==> src/rtl/task_sequencer_if.sv <==
// task_sequencer_if
// Bundles the shared-memory (BRAM) port, the task-core sideband and the two
// streams that connect the sequencer to its task core.
//   master : sequencer side (drives BRAM strobes, input stream, out_tready)
//   slave  : memory/core side (drives read data, cfg_n_in, in_tready,
//            output stream)
interface task_sequencer_if;
  logic        bram_en;
  logic [3:0]  bram_we;
  logic [16:0] bram_addr;
  logic [31:0] bram_wrdata;
  logic [31:0] bram_rddata;
  logic [7:0]  task_id;
  logic [9:0]  cfg_n_in;
  logic [31:0] in_tdata;
  logic        in_tvalid;
  logic        in_tready;
  logic        in_tlast;
  logic [31:0] out_tdata;
  logic        out_tvalid;
  logic        out_tready;
  logic        out_tlast;

  modport master (
    output bram_en, bram_we, bram_addr, bram_wrdata, task_id,
    output in_tdata, in_tvalid, in_tlast, out_tready,
    input  bram_rddata, cfg_n_in, in_tready, out_tdata, out_tvalid, out_tlast
  );

  modport slave (
    input  bram_en, bram_we, bram_addr, bram_wrdata, task_id,
    input  in_tdata, in_tvalid, in_tlast, out_tready,
    output bram_rddata, cfg_n_in, in_tready, out_tdata, out_tvalid, out_tlast
  );
endinterface

==> src/rtl/task_sequencer.sv <==
// task_sequencer
// Mailbox-driven job sequencer. After announcing itself in shared memory it
// polls TV_IN_READY, fetches the task number, validates it, streams the input
// region to the task core, stores the core's results in the output region and
// raises TV_OUT_READY. All outputs are registered.
// Ports:
//   aclk, aresetn : clock, asynchronous active-low reset
//   bus           : task_sequencer_if.master (BRAM port, task_id, cfg_n_in,
//                   input stream to core, result stream from core)
//   busy          : high while a job is in progress (GET_TASK..DONE)
//   err           : sticky error (bad task or output overflow)
module task_sequencer #(
  parameter logic [31:0] ENABLED_MASK = 32'h0000_7FFF,
  parameter int unsigned MAX_WORDS    = 512
) (
  input  logic             aclk,
  input  logic             aresetn,
  task_sequencer_if.master bus,
  output logic             busy,
  output logic             err
);

  localparam logic [16:0] ADDR_IN_BASE  = 17'h00000;
  localparam logic [16:0] ADDR_OUT_BASE = 17'h00800;
  localparam logic [16:0] ADDR_PL_RDY   = 17'h10000;
  localparam logic [16:0] ADDR_EN_TASKS = 17'h10004;
  localparam logic [16:0] ADDR_CUR_TASK = 17'h10008;
  localparam logic [16:0] ADDR_TV_IN    = 17'h1000C;
  localparam logic [16:0] ADDR_TV_OUT   = 17'h10010;
  localparam logic [10:0] MAX_W         = 11'(MAX_WORDS);

  typedef enum logic [3:0] {
    S_INIT_RDY, S_INIT_EN, S_POLL, S_GET_TASK, S_CHECK,
    S_ARM, S_LOAD, S_DRAIN, S_DONE
  } state_t;

  state_t      state_q, state_d;
  logic [1:0]  step_q, step_d;
  logic        bram_en_q, bram_en_d;
  logic [3:0]  bram_we_q, bram_we_d;
  logic [16:0] bram_addr_q, bram_addr_d;
  logic [31:0] bram_wrdata_q, bram_wrdata_d;
  logic        rd_vld_q, rd_vld_d;
  logic [7:0]  task_id_q, task_id_d;
  logic [9:0]  n_q, n_d, i_q, i_d, j_q, j_d;
  logic [31:0] in_tdata_q, in_tdata_d;
  logic        in_tvalid_q, in_tvalid_d;
  logic        in_tlast_q, in_tlast_d;
  logic        out_tready_q, out_tready_d;
  logic        busy_q, busy_d;
  logic        err_q, err_d;
  logic [9:0]  i_next_s;

  // Task 1..32 maps to ENABLED_MASK bit 0..31; word count must be 1..MAX_WORDS.
  function automatic logic task_rejected(input logic [7:0] id, input logic [9:0] n);
    logic [4:0] idx;
    logic       bad;
    idx = id[4:0] - 5'd1;
    if ((id == 8'd0) || (id > 8'd32)) begin
      bad = 1'b1;
    end else if (ENABLED_MASK[idx] == 1'b0) begin
      bad = 1'b1;
    end else if ((n == 10'd0) || ({1'b0, n} > MAX_W)) begin
      bad = 1'b1;
    end else begin
      bad = 1'b0;
    end
    return bad;
  endfunction

  assign i_next_s = i_q + 10'd1;

  // Next-state, next-output and datapath computation for the sequencer FSM.
  always_comb begin
    state_d       = state_q;
    step_d        = step_q;
    bram_en_d     = 1'b0;
    bram_we_d     = 4'h0;
    bram_addr_d   = bram_addr_q;
    bram_wrdata_d = bram_wrdata_q;
    // Read data is on the bus exactly one cycle after a read strobe.
    rd_vld_d      = bram_en_q && (bram_we_q == 4'h0);
    task_id_d     = task_id_q;
    n_d           = n_q;
    i_d           = i_q;
    j_d           = j_q;
    in_tdata_d    = in_tdata_q;
    in_tvalid_d   = in_tvalid_q;
    in_tlast_d    = in_tlast_q;
    out_tready_d  = out_tready_q;
    err_d         = err_q;

    case (state_q)
      S_INIT_RDY: begin
        bram_en_d     = 1'b1;
        bram_we_d     = 4'hF;
        bram_wrdata_d = 32'h0000_0000;
        case (step_q)
          2'd0: begin
            bram_addr_d = ADDR_TV_OUT;
            step_d      = 2'd1;
          end
          2'd1: begin
            bram_addr_d = ADDR_TV_IN;
            step_d      = 2'd2;
          end
          default: begin
            bram_addr_d   = ADDR_PL_RDY;
            bram_wrdata_d = 32'h0000_0001;
            step_d        = 2'd0;
            state_d       = S_INIT_EN;
          end
        endcase
      end

      S_INIT_EN: begin
        bram_en_d     = 1'b1;
        bram_we_d     = 4'hF;
        bram_addr_d   = ADDR_EN_TASKS;
        bram_wrdata_d = ENABLED_MASK;
        state_d       = S_POLL;
      end

      // A read is issued whenever the port is idle or the previous poll result
      // has just arrived, which gives one poll every two cycles.
      S_POLL: begin
        if (rd_vld_q && (bus.bram_rddata == 32'h0000_0001)) begin
          state_d = S_GET_TASK;
        end else if (rd_vld_q || !bram_en_q) begin
          bram_en_d   = 1'b1;
          bram_addr_d = ADDR_TV_IN;
        end else begin
          state_d = S_POLL;
        end
      end

      S_GET_TASK: begin
        if (rd_vld_q) begin
          task_id_d = bus.bram_rddata[7:0];
          state_d   = S_CHECK;
        end else if (!bram_en_q) begin
          bram_en_d   = 1'b1;
          bram_addr_d = ADDR_CUR_TASK;
        end else begin
          state_d = S_GET_TASK;
        end
      end

      S_CHECK: begin
        if (task_rejected(task_id_q, bus.cfg_n_in)) begin
          bram_en_d     = 1'b1;
          bram_we_d     = 4'hF;
          bram_addr_d   = ADDR_OUT_BASE;
          bram_wrdata_d = {16'hDEAD, 8'h00, task_id_q};
          err_d         = 1'b1;
          state_d       = S_DONE;
        end else begin
          n_d     = bus.cfg_n_in;
          i_d     = 10'd0;
          j_d     = 10'd0;
          step_d  = 2'd0;
          state_d = S_ARM;
        end
      end

      S_ARM: begin
        bram_en_d     = 1'b1;
        bram_we_d     = 4'hF;
        bram_wrdata_d = 32'h0000_0000;
        if (step_q == 2'd0) begin
          bram_addr_d = ADDR_TV_IN;
          step_d      = 2'd1;
        end else begin
          bram_addr_d = ADDR_TV_OUT;
          step_d      = 2'd0;
          state_d     = S_LOAD;
        end
      end

      // i is the index of the word being fetched or presented; the next
      // fetch is launched in the handshake cycle of the current word.
      S_LOAD: begin
        if (in_tvalid_q && bus.in_tready) begin
          in_tvalid_d = 1'b0;
          in_tlast_d  = 1'b0;
          i_d         = i_next_s;
          if (in_tlast_q) begin
            out_tready_d = 1'b1;
            state_d      = S_DRAIN;
          end else begin
            bram_en_d   = 1'b1;
            bram_addr_d = ADDR_IN_BASE + {5'b0_0000, i_next_s, 2'b00};
          end
        end else if (rd_vld_q) begin
          in_tdata_d  = bus.bram_rddata;
          in_tvalid_d = 1'b1;
          in_tlast_d  = (i_q == (n_q - 10'd1));
        end else if (!in_tvalid_q && !bram_en_q) begin
          // First fetch after ARM, once its last write has left the port.
          bram_en_d   = 1'b1;
          bram_addr_d = ADDR_IN_BASE + {5'b0_0000, i_q, 2'b00};
        end else begin
          state_d = S_LOAD;
        end
      end

      // Beats beyond the output region are consumed but not stored; j
      // saturates so an endless stream can never wrap onto word 0.
      S_DRAIN: begin
        if (bus.out_tvalid && out_tready_q) begin
          if ({1'b0, j_q} >= MAX_W) begin
            err_d = 1'b1;
          end else begin
            bram_en_d     = 1'b1;
            bram_we_d     = 4'hF;
            bram_addr_d   = ADDR_OUT_BASE + {5'b0_0000, j_q, 2'b00};
            bram_wrdata_d = bus.out_tdata;
          end
          j_d = (j_q == 10'h3FF) ? j_q : (j_q + 10'd1);
          if (bus.out_tlast) begin
            out_tready_d = 1'b0;
            state_d      = S_DONE;
          end else begin
            state_d = S_DRAIN;
          end
        end else begin
          state_d = S_DRAIN;
        end
      end

      S_DONE: begin
        bram_en_d     = 1'b1;
        bram_we_d     = 4'hF;
        bram_addr_d   = ADDR_TV_OUT;
        bram_wrdata_d = 32'h0000_0001;
        state_d       = S_POLL;
      end

      default: begin
        state_d = S_INIT_RDY;
        step_d  = 2'd0;
      end
    endcase

    busy_d = (state_d inside {S_GET_TASK, S_CHECK, S_ARM, S_LOAD, S_DRAIN, S_DONE});
  end

  // State and registered-output flops; reset abandons any job in flight.
  always_ff @(posedge aclk or negedge aresetn) begin
    if (!aresetn) begin
      state_q       <= S_INIT_RDY;
      step_q        <= 2'd0;
      bram_en_q     <= 1'b0;
      bram_we_q     <= 4'h0;
      bram_addr_q   <= 17'h0_0000;
      bram_wrdata_q <= 32'h0000_0000;
      rd_vld_q      <= 1'b0;
      task_id_q     <= 8'h00;
      n_q           <= 10'd0;
      i_q           <= 10'd0;
      j_q           <= 10'd0;
      in_tdata_q    <= 32'h0000_0000;
      in_tvalid_q   <= 1'b0;
      in_tlast_q    <= 1'b0;
      out_tready_q  <= 1'b0;
      busy_q        <= 1'b0;
      err_q         <= 1'b0;
    end else begin
      state_q       <= state_d;
      step_q        <= step_d;
      bram_en_q     <= bram_en_d;
      bram_we_q     <= bram_we_d;
      bram_addr_q   <= bram_addr_d;
      bram_wrdata_q <= bram_wrdata_d;
      rd_vld_q      <= rd_vld_d;
      task_id_q     <= task_id_d;
      n_q           <= n_d;
      i_q           <= i_d;
      j_q           <= j_d;
      in_tdata_q    <= in_tdata_d;
      in_tvalid_q   <= in_tvalid_d;
      in_tlast_q    <= in_tlast_d;
      out_tready_q  <= out_tready_d;
      busy_q        <= busy_d;
      err_q         <= err_d;
    end
  end

  assign bus.bram_en     = bram_en_q;
  assign bus.bram_we     = bram_we_q;
  assign bus.bram_addr   = bram_addr_q;
  assign bus.bram_wrdata = bram_wrdata_q;
  assign bus.task_id     = task_id_q;
  assign bus.in_tdata    = in_tdata_q;
  assign bus.in_tvalid   = in_tvalid_q;
  assign bus.in_tlast    = in_tlast_q;
  assign bus.out_tready  = out_tready_q;
  assign busy            = busy_q;
  assign err             = err_q;

endmodule
==> src/flat_wrapper.sv <==
// flat-port wrapper written by rule: the top's interface ports become plain ports
module task_sequencer_flat 
#(
  parameter logic [31:0] ENABLED_MASK = 32'h0000_7FFF,
  parameter int unsigned MAX_WORDS    = 512
)
  (aclk, aresetn, busy, err, bus_bram_en, bus_bram_we, bus_bram_addr, bus_bram_wrdata, bus_task_id, bus_in_tdata, bus_in_tvalid, bus_in_tlast, bus_out_tready, bus_bram_rddata, bus_cfg_n_in, bus_in_tready, bus_out_tdata, bus_out_tvalid, bus_out_tlast);
  task_sequencer_if bus_i ();
  input  logic aclk;
  input  logic aresetn;
  output logic busy;
  output logic err;
  output wire logic [$bits(bus_i.bram_en)-1:0] bus_bram_en;
  output wire logic [$bits(bus_i.bram_we)-1:0] bus_bram_we;
  output wire logic [$bits(bus_i.bram_addr)-1:0] bus_bram_addr;
  output wire logic [$bits(bus_i.bram_wrdata)-1:0] bus_bram_wrdata;
  output wire logic [$bits(bus_i.task_id)-1:0] bus_task_id;
  output wire logic [$bits(bus_i.in_tdata)-1:0] bus_in_tdata;
  output wire logic [$bits(bus_i.in_tvalid)-1:0] bus_in_tvalid;
  output wire logic [$bits(bus_i.in_tlast)-1:0] bus_in_tlast;
  output wire logic [$bits(bus_i.out_tready)-1:0] bus_out_tready;
  input wire logic [$bits(bus_i.bram_rddata)-1:0] bus_bram_rddata;
  input wire logic [$bits(bus_i.cfg_n_in)-1:0] bus_cfg_n_in;
  input wire logic [$bits(bus_i.in_tready)-1:0] bus_in_tready;
  input wire logic [$bits(bus_i.out_tdata)-1:0] bus_out_tdata;
  input wire logic [$bits(bus_i.out_tvalid)-1:0] bus_out_tvalid;
  input wire logic [$bits(bus_i.out_tlast)-1:0] bus_out_tlast;
  assign bus_bram_en = bus_i.bram_en;
  assign bus_bram_we = bus_i.bram_we;
  assign bus_bram_addr = bus_i.bram_addr;
  assign bus_bram_wrdata = bus_i.bram_wrdata;
  assign bus_task_id = bus_i.task_id;
  assign bus_in_tdata = bus_i.in_tdata;
  assign bus_in_tvalid = bus_i.in_tvalid;
  assign bus_in_tlast = bus_i.in_tlast;
  assign bus_out_tready = bus_i.out_tready;
  assign bus_i.bram_rddata = bus_bram_rddata;
  assign bus_i.cfg_n_in = bus_cfg_n_in;
  assign bus_i.in_tready = bus_in_tready;
  assign bus_i.out_tdata = bus_out_tdata;
  assign bus_i.out_tvalid = bus_out_tvalid;
  assign bus_i.out_tlast = bus_out_tlast;
  task_sequencer #(.ENABLED_MASK(ENABLED_MASK), .MAX_WORDS(MAX_WORDS)) u_core (.aclk(aclk), .aresetn(aresetn), .bus(bus_i), .busy(busy), .err(err));
endmodule
==> config.mk <==
export PLATFORM = sky130hd
export DESIGN_NAME = task_sequencer_flat
export DESIGN_NICKNAME = d
export VERILOG_FILES = /design/src/rtl/task_sequencer_if.sv /design/src/rtl/task_sequencer.sv /design/src/flat_wrapper.sv
export SDC_FILE = /design/constraint.sdc
export NUM_CORES = 1
export LEC_CHECK = 0
export BUFFER_PORTS_ARGS = -buffer_cell sky130_fd_sc_hd__buf_2
export CAP_MARGIN = 20
export CORE_AREA = 5 5 127 129
export CTS_CLUSTER_SIZE = 28
export DETAILED_ROUTE_END_ITERATION = 10
export DIE_AREA = 0 0 132 134
export PLACE_DENSITY = 0.66
export SLEW_MARGIN = 25
export SYNTH_ARGS = -nofsm -noshare
export SYNTH_HDL_FRONTEND = slang
export SYNTH_SLANG_ARGS = --single-unit
==> constraint.sdc <==
create_clock -name aclk -period 6.4 [get_ports aclk]
set_input_delay 1.28 -clock aclk [delete_from_list [all_inputs] [get_ports aclk]]
set_output_delay 1.28 -clock aclk [all_outputs]
set_load 0.01 [all_outputs]
==> results of run 1 <==
==> metrics by stage <==
step | instance area [um2] | power (W) | cells
finish | 8030 | 0.00182 | 1005
global route | 8030 | 0.00189 | 1005
CTS | 8020 | 0.00184 | 1005
detailed placement | 7450 | 0.000899 | 974
global placement | 7450 | 0.000897 | 974
floorplan | 6560 | 0.000849 | 660
==> power breakdown <==
part           internal [W]  switching [W]
logic             0.0000284      0.0000392
registers          0.000812     0.00000398
clock network      0.000589       0.000348
==> area by class of cell <==
class / instances / share of cell area
sequential: 128 / 0.399
multi-input combinational: 465 / 0.380
timing repair buffer: 177 / 0.113
clock buffer: 21 / 0.0574
tap: 188 / 0.0293
clock inverter: 10 / 0.0140
inverter: 16 / 0.00748
==> state kept, by name (all words and copies together) (netlist names), 2 cells and up <==
signal	count
u_core.bus.bram_wrdata	32
u_core.bus.in_tdata	32
u_core.bus.bram_addr	12
u_core.i_q	10
u_core.j_q	10
u_core.n_q	10
u_core.bus.task_id	8
u_core.state_q	4
u_core.step_q	2
==> Yosys cell counts (all sizes together) (8+ instances only) <==
cell / count / area (um2)
a21o: 11 / 82.6
a21oi: 41 / 205
a221oi: 9 / 78.8
and3: 13 / 81.3
buf: 14 / 106
clkbuf: 37 / 141
dfrtp: 128 / 3200
inv: 16 / 60.1
mux2: 60 / 683
nand2: 71 / 267
nand2b: 8 / 50.1
nand3: 25 / 130
nor2: 35 / 139
nor3: 23 / 115
nor4: 8 / 50.1
o21ai: 55 / 275
o2bb2ai: 8 / 70.1
xnor2: 16 / 140
xor2: 8 / 70.1
==> worst max-delay path: stages <==
cell and delay, ps:
buf_2 100, nor4_1 380, a31o_2 220, nand3_1 150, or4_1 850, nand3_2 480, o21ai_0 180
==> worst paths after layout <==
| path | from | end | slack, ps | cells past startpoint |
|---|---|---|---|---|
| min in group asynchronous | aresetn | u_core.i_q[6] | 880 | 1 |
| min reg2reg | u_core.bus.bram_addr[12] | u_core.bus.bram_addr[12] | 480 | 1 |
| max in group asynchronous | aresetn | u_core.bus.bram_wrdata[1] | 4350 | 2 |
| min | u_core.bus.bram_addr[12] | u_core.bus.bram_addr[12] | 480 | 1 |
| max reg2reg | u_core.state_q[0] | u_core.j_q[1] | 3320 | 5 |
| max | bus_cfg_n_in[4] | u_core.bus.bram_wrdata[11] | 3020 | 7 |
==> cell usage in the layout (no fill, tap or decap), drive strengths merged, types with 3 or more instances in the layout <==
cell type,Yosys,routed
o2bb2ai,8,8
a31oi,5,5
nor2b,5,5
a21o,11,11
mux2,60,60
nand3,25,25
xor2,8,8
o22ai,3,3
buf,14,177
a221oi,9,9
mux2i,6,6
clkbuf,37,21
xnor2,16,16
and2,3,3
o21ai,55,55
a21oi,41,41
conb,1,5
ha,5,5
inv,16,16
a31o,3,3
clkinv,0,6
nand2,71,71
nor3,23,23
dfrtp,128,128
nor4b,4,4
nor4,8,8
and3,13,13
nand2b,8,8
nand4,7,7
or2,3,3
nor2,35,35
==> layer usage <==
metal / track usage / up-vias
met5: 0 / -
met4: 0.0589 / 0
met3: 0.0641 / 19
met2: 0.321 / 212
met1: 0.267 / 2691
li1: - / 2632
==> kinds of logic after synthesis <==
kind of cell / after synthesis
flops: 128
compound gates: 154
other cells: 1
fa+ha+maj: 5
simple gates: 211
mux: 66
buf+inv: 67
xor+xnor: 24
==> out/metrics.csv, run 1 <==
metric,value,unit
worst_pin_slew,889,ps
worst_slack,3020,ps
utilization,0.538,
io_pins,178,
met3_length,1.39,mm
port_buffers,172,
finalNetCount,889,
fmax,296,MHz
postRouteWirelength,17.9,mm
finalClockSkew,10.9,ps
slew_violations,0,
syn_to_final_growth,22.7,%
rsz0062_at_grt,no,
rows,45,
initial_utilization,0.438,
top_layer_used,met4,
cts_sinks,128,
first_pass_iters,5,
multiInputGateArea,3050,um2
n_antenna_cell,0,
crit_type,in2reg,
track_usage,0.202,
async_flop_share,1.00,
wire_per_inst,17.8,um
hold_slack,478,ps
dr_wl_met2,8.60,mm
synth_edf_count,0,
via_count,5554,
hold_viol,0,
ys_seq_area_frac,0.490,
max-vdd-ir-drop,0.155,mV
max_cap_violations,0,
cp.arrival,3650,ps
dp_hpwl,13.0,mm
clkTransAtPathRegs,60,ps
register_area,3200,um2
nFillCells,1315,
ctsHoldBuffers,0,
synth-xor-area-share,0.0321,
final.period_utilization,0.529,
netlist_area,6540,um2
coreArea,14900,um2
synth-seq-cells,128,
grt_start_max_net_pins,78,
synth_cell_type_count,64,
slew_headroom,0.405,
h-tree-depth,4,
wl_met1,7.70,mm
die_x,132,um
drive_gt1_frac,0.337,
p_per_area,227,nW/um2
cts_setup_buffers,0,
synth_compound_area_frac,0.148,
drt_iter0_drc,361,
viasPerCell,5.53,
clockBufferDepth,2,
grt_first_pass_wirelength,29.2,mm
synthSimpleGateAreaFrac,0.160,
min_path_type,reg2reg,
setup_viol,0,
startpoint_type,primary input,
ant_nets,0,
die-area,17700,um2
netlist_instances,656,
grt_pass1_vias,5696,
antenna_found_initial,0,
status,finished clean,
p_leak,4.08,nW
clk_latency,420,ps
path_max_fanout,24,
ys.flop_type,dfrtp_1,
yosysWarnings,0,
end_kind,flip-flop,
die_y,134,um
crit_required,6670,ps
fin_tns_setup,0,ps
synth_fa_ha_area_frac,0.00957,
place.gp.congestion,0.844,
cts_made_buffers,17,
syn_avg_cell_area,9.97,um2
grt_overflow,0,
synth_top_family_by_area,simple AND/OR/NAND/NOR gates,
clockRootBuffer,clkbuf_16,
period_needed,3380,ps
synthMuxAreaShare,0.114,
cts-resized-gates,0,
pre_cts_ws,2540,ps
post-route-drc-count,0,
cts_tree,done,
Power figures use the tool's default switching activity.
==> run 2, diff against run 1 <==
--- a/config.mk
+++ b/config.mk
@@ -11,7 +11,7 @@
 export CTS_CLUSTER_SIZE = 28
 export DETAILED_ROUTE_END_ITERATION = 10
 export DIE_AREA = 0 0 132 134
-export PLACE_DENSITY = 0.66
+export PLACE_DENSITY = 0.69
 export SLEW_MARGIN = 25
 export SYNTH_ARGS = -nofsm -noshare
 export SYNTH_HDL_FRONTEND = slang
==> constraint.sdc (replaced) <==
create_clock -name aclk -period 3.1 [get_ports aclk]
set_input_delay 0.62 -clock aclk [delete_from_list [all_inputs] [get_ports aclk]]
set_output_delay 0.62 -clock aclk [all_outputs]
set_load 0.01 [all_outputs]
==> run 2 against run 1 <==
Utilization rose by 1.5 points. Clock power grew 150%. Highest routed layer unchanged. Wire length shrank 2.0%. Clock skew down 4.7 ps. First-iteration DRC count grew 22%. Hold slack lost 290 ps. Via count rose by 0.61%. Sequential share of layout area fell by 1.1 points.
==> out/metrics.csv, run 2 (synthesized netlist as in run 1, its figures left out) <==
metric,value,unit,change
min_path_type,in2async,,was reg2reg
p_sw,0.000865,W,was 0.000392 W
max-vdd-ir-drop,0.478,mV,was 0.155 mV
finalClockSkew,6.15,ps,was 10.9 ps
swShare,0.209,,was 0.215
p_comb_frac,0.034,,was 0.037
die_y,134,um,unchanged
worst_pin_slew,885,ps,was 889 ps
grt_start_max_net_pins,51,,was 78
fmax,385,MHz,
cts_setup_buffers,0,,unchanged
die-area,17700,um2,unchanged
postRouteWirelength,17.5,mm,was 17.9 mm
p_leak,4.20,nW,was 4.08 nW
status,finished clean,,unchanged
rsz0062_at_grt,no,,unchanged
fin_tns_setup,0,ps,unchanged
grt_overflow,0,,unchanged
slew_violations,0,,unchanged
grt_first_pass_wirelength,28.5,mm,was 29.2 mm
p_per_area,502,nW/um2,was 227 nW/um2
finalNetCount,901,,was 889
ant_nets,0,,unchanged
finalNonFillerCells,1018,,was 1005
grt_pass1_vias,5364,,was 5696
clkTransAtPathRegs,60,ps,about the same
post-route-drc-count,0,,unchanged
cts_made_buffers,17,,unchanged
p_int,0.00328,W,was 0.00143 W
nFillCells,1356,,was 1315
wire_per_inst,17.2,um,was 17.8 um
clkPwrFrac,0.559,,was 0.515
io_pins,178,,unchanged
viasPerCell,5.49,,was 5.53
multiInputGateArea,3050,um2,unchanged
place_inst,986,,was 974
end_kind,flip-flop,,unchanged
via_count,5588,,was 5554
setup_viol,0,,unchanged
cts_tree,done,,unchanged
n_antenna_cell,0,,unchanged
slew_headroom,0.407,,was 0.405
drive_gt1_frac,0.349,,was 0.337
initial_utilization,0.438,,unchanged
final.period_utilization,0.837,,
antenna_found_initial,0,,unchanged
startpoint_type,flip-flop,,was primary input
path_max_fanout,24,,unchanged
die_x,132,um,unchanged
max_cap_violations,0,,unchanged
crit_required,3380,ps,was 6670 ps
clockRootBuffer,clkbuf_16,,unchanged
cp.arrival,2880,ps,was 3650 ps
hold_viol,0,,unchanged
rows,45,,unchanged
cts-resized-gates,0,,unchanged
h-tree-depth,4,,unchanged
port_buffers,172,,unchanged
clockBufferDepth,2,,unchanged
register_area,3200,um2,unchanged
ctsHoldBuffers,0,,unchanged
dp_hpwl,12.8,mm,was 13.0 mm
cts_sinks,128,,unchanged
drt_iter0_drc,441,,was 361
place.gp.congestion,0.864,,was 0.844
rrSetupSlack,500,ps,was 3320 ps
layout_commonest_cell,buf_2,,unchanged
crit_type,reg2reg,,was in2reg
first_pass_iters,5,,unchanged
track_usage,0.199,,was 0.202
syn_to_final_growth,26.2,%,was 22.7%
clk_latency,420,ps,about the same
coreArea,14900,um2,unchanged
layout.cells.most_common_list,"buf_2 (171), dfrtp_1 (128), nand2_1 (71)",,unchanged
period_needed,2600,ps,
seqPwrFrac,0.406,,was 0.448
-- run 2: power groups by stage --
stage / Sequential (W) / Clock, W / Combinational [W]
global route: 0.00169 / 0.00243 / 0.000162
finish: 0.00169 / 0.00232 / 0.000141
CTS: 0.00169 / 0.00236 / 0.000144
detailed placement: 0.00172 / 0 / 0.000144
global placement: 0.00172 / 0 / 0.000142
floorplan: 0.00172 / 0 / 0.0000375
-- run 2: path summary, 6_finish.rpt --
check,startpoint,end,cells after the start
worst min-delay path,aresetn,u_core.i_q[6],1
min in group aclk,bus_bram_rddata[29],u_core.bus.in_tdata[29],2
max in group asynchronous,aresetn,u_core.bus.bram_wrdata[2],2
worst max-delay path,u_core.bus.task_id[2],u_core.bus.bram_wrdata[23],7
worst max register to register,u_core.bus.task_id[2],u_core.bus.bram_wrdata[23],7
worst min register to register,u_core.err,u_core.err,1
-- run 2: cell type report --
class,instances,area share
Multi-Input combinational cell,465,0.370
Timing Repair Buffer,189,0.123
Clock buffer,18,0.0532
Tap cell,188,0.0285
Inverter,16,0.00727
Sequential cell,128,0.388
Clock inverter,14,0.0303
-- run 2: per-layer routing --
layer	GRT usage	vias to the layer above	share of wire
met4	0.0531	0	0.011
li1	-	2660	-
met1	0.272	2728	0.44
met3	0.0690	19	0.081
met2	0.302	181	0.47
met5	0	-	0
-- run 2: per-stage QoR --
stage	worst slack, ps	power, W	instance area, um2	util	hold WS, ps
4_1_cts	488	0.00419	8260	0.553	202
6_report	505	0.00415	8260	0.553	187
3_5_place_dp	311	0.00186	7570	0.507	457
2_1_floorplan	738	0.00175	6560	-	324
3_3_place_gp	317	0.00186	7570	0.507	456
5_1_grt	299	0.00428	8260	0.553	222
-- run 2: worst max-delay path, stage by stage, from the launching register on --
cell and delay, ps:
dfrtp_1 440, or3_4 440, a211oi_2 270, nor3_1 100, or4_1 470, buf_4 230
nand3_2 340, o21ai_0 170
==> run 3, diff against run 2 <==
--- a/config.mk
+++ b/config.mk
@@ -11,7 +11,7 @@
 export CTS_CLUSTER_SIZE = 28
 export DETAILED_ROUTE_END_ITERATION = 10
 export DIE_AREA = 0 0 132 134
-export PLACE_DENSITY = 0.69
+export PLACE_DENSITY = 0.66
 export SLEW_MARGIN = 25
 export SYNTH_ARGS = -nofsm -noshare
 export SYNTH_HDL_FRONTEND = slang
==> constraint.sdc (replaced) <==
create_clock -name aclk -period 2.4 [get_ports aclk]
set_input_delay 0.48 -clock aclk [delete_from_list [all_inputs] [get_ports aclk]]
set_output_delay 0.48 -clock aclk [all_outputs]
set_load 0.01 [all_outputs]
==> run 3 against run 2 <==
Clock skew up 3.9 ps. Combinational power increased by 38%. Wire length increased by 4.0%. Via count grew 3.0%. Clock power increased by 8%. Sequential share of layout area shrank 0.62 points. Critical path depth rose by 1. Non-clock buffer count up 24. Largest cell class unchanged. Highest routed layer unchanged.
==> out/metrics.csv, run 3 (synthesized netlist as in run 1, its figures left out) <==
metric,value,unit,change
status,finished clean,,unchanged
wire_per_inst,17.5,um,was 17.2 um
reg2reg_depth,8,,was 7
finalNetCount,925,,was 901
syn_to_final_growth,28.3,%,was 26.2%
ant_nets,0,,unchanged
port_buffers,172,,unchanged
place.gp.congestion,0.877,,was 0.864
slew_violations,0,,unchanged
h-tree-depth,4,,unchanged
clkPwrFrac,0.515,,was 0.559
grt_start_max_net_pins,129,,was 51
startpoint_type,flip-flop,,unchanged
min_path_type,in2async,,unchanged
io_pins,178,,unchanged
cts_made_buffers,17,,unchanged
rrSetupSlack,90,ps,was 500 ps
die_x,132,um,unchanged
ctsHoldBuffers,0,,unchanged
p_sw,0.00118,W,was 0.000865 W
place_inst,1009,,was 986
crit_type,reg2reg,,unchanged
clk_latency,420,ps,about the same
final.period_utilization,0.964,,was 0.837
clkTransAtPathRegs,60,ps,about the same
clockRootBuffer,clkbuf_16,,unchanged
initial_utilization,0.438,,unchanged
reg2reg_to,u_core.bus.bram_addr[4],,was u_core.bus.bram_wrdata[23]
fin_total_pwr,0.00488,W,was 0.00415 W
via_count,5757,,was 5588
grt_first_pass_wirelength,29.3,mm,was 28.5 mm
clockBufferDepth,2,,unchanged
seqPwrFrac,0.445,,was 0.406
dp_hpwl,13.3,mm,was 12.8 mm
coreArea,14900,um2,unchanged
p_int,0.00371,W,was 0.00328 W
hold_viol,0,,unchanged
die-area,17700,um2,unchanged
viasPerCell,5.52,,was 5.49
r2r-start,u_core.bus.task_id[2],,unchanged
setup_viol,0,,unchanged
finalNonFillerCells,1042,,was 1018
max-vdd-ir-drop,0.522,mV,was 0.478 mV
track_usage,0.203,,was 0.199
grt_pass1_vias,5766,,was 5364
end_kind,flip-flop,,unchanged
slew_headroom,0.498,,was 0.407
cts_sinks,128,,unchanged
layout_commonest_cell,buf_2,,unchanged
path_max_fanout,12,,was 24
drive_gt1_frac,0.371,,was 0.349
drt_iter0_drc,452,,was 441
fmax,432,MHz,was 385 MHz
swShare,0.241,,was 0.209
antenna_found_initial,0,,unchanged
max_cap_violations,0,,unchanged
first_pass_iters,5,,unchanged
grt_overflow,0,,unchanged
p_comb_frac,0.040,,was 0.034
p_leak,4.27,nW,was 4.20 nW
postRouteWirelength,18.2,mm,was 17.5 mm
worst_pin_slew,753,ps,was 885 ps
p_per_area,582,nW/um2,was 502 nW/um2
period_needed,2310,ps,was 2600 ps
finalClockSkew,10.1,ps,was 6.15 ps
rows,45,,unchanged
die_y,134,um,unchanged
n_antenna_cell,0,,unchanged
cts_tree,done,,unchanged
cts_setup_buffers,0,,unchanged
layout.cells.most_common_list,"buf_2 (171), dfrtp_1 (128), nand2_1 (70)",,"was buf_2 (171), dfrtp_1 (128), nand2_1 (71)"
post-route-drc-count,0,,unchanged
hold_slack,89.2,ps,was 187 ps
cp.arrival,2620,ps,was 2880 ps
crit_required,2700,ps,was 3380 ps
==> run 3: per-layer routing <==
| layer | routed length (um) | up-vias | global-route usage |
|---|---|---|---|
| met4 | 344 | 0 | 0.0646 |
| met2 | 8800 | 214 | 0.322 |
| met5 | 0 | - | 0 |
| met1 | 7710 | 2806 | 0.265 |
| met3 | 1370 | 31 | 0.0656 |
| li1 | - | 2706 | - |
==> run 3: final cells by class <==
cell class / instances / area, um2
Fill cell: 1296 / 6530
Sequential cell: 128 / 3200
Multi-Input combinational cell: 465 / 3080
Timing Repair Buffer: 213 / 1230
Clock buffer: 17 / 425
Tap cell: 188 / 235
Clock inverter: 15 / 149
Inverter: 16 / 60.1
==> run 3: what timing repair did <==
item / 4_1_cts / 5_1_grt
cloned: 0 / 1
setup endpoints to repair: 5 / 29
gates resized for setup: 1 / 8
hold endpoints to repair: 0 / 0
==> run 3: through the flow <==
stage,setup WS [ps],utilization,cell area (um2),TNS [ps]
after floorplan,46.7,-,6560,0
after global placement,-44.6,0.519,7750,-276
after detailed placement,-103,0.519,7750,-801
after CTS,62.4,0.558,8330,0
after global routing,-6.62,0.562,8390,-23.4
final,87.3,0.562,8390,0
==> run 3: worst max-delay path by stage <==
| stage | from | endpoint | slack, ps | depth (start not counted) |
|---|---|---|---|---|
| 5_1_grt | u_core.bus.task_id[2] | u_core.bus.bram_wrdata[26] | -7 | 8 |
| 3_3_place_gp | bus_cfg_n_in[4] | u_core.i_q[6] | -40 | 8 |
| 3_5_place_dp | bus_cfg_n_in[4] | u_core.i_q[6] | -100 | 8 |
| 2_1_floorplan | u_core.bus.task_id[2] | u_core.bus.bram_addr[10] | 50 | 8 |
| 4_1_cts | u_core.bus.task_id[2] | u_core.n_q[8] | 60 | 6 |
| 6_report | u_core.bus.task_id[2] | u_core.bus.bram_addr[4] | 90 | 8 |
==> run 3: power groups by stage <==
stage | clock network [W] | registers, W | logic, W
floorplan | 0 | 0.00222 | 0.0000485
global placement | 0 | 0.00221 | 0.000189
detailed placement | 0 | 0.00221 | 0.000195
CTS | 0.00256 | 0.00217 | 0.000196
global route | 0.00267 | 0.00217 | 0.000219
finish | 0.00251 | 0.00217 | 0.000194
==> run 3: critical path, cell delays in order, from the launching register on <==
cell and delay (ps):
dfrtp_1 390, or3_4 430, nor4b_4 260, o31ai_1 150
a32oi_2 260, inv_2 80, nor2_4 130, buf_12 150
mux2_2 340
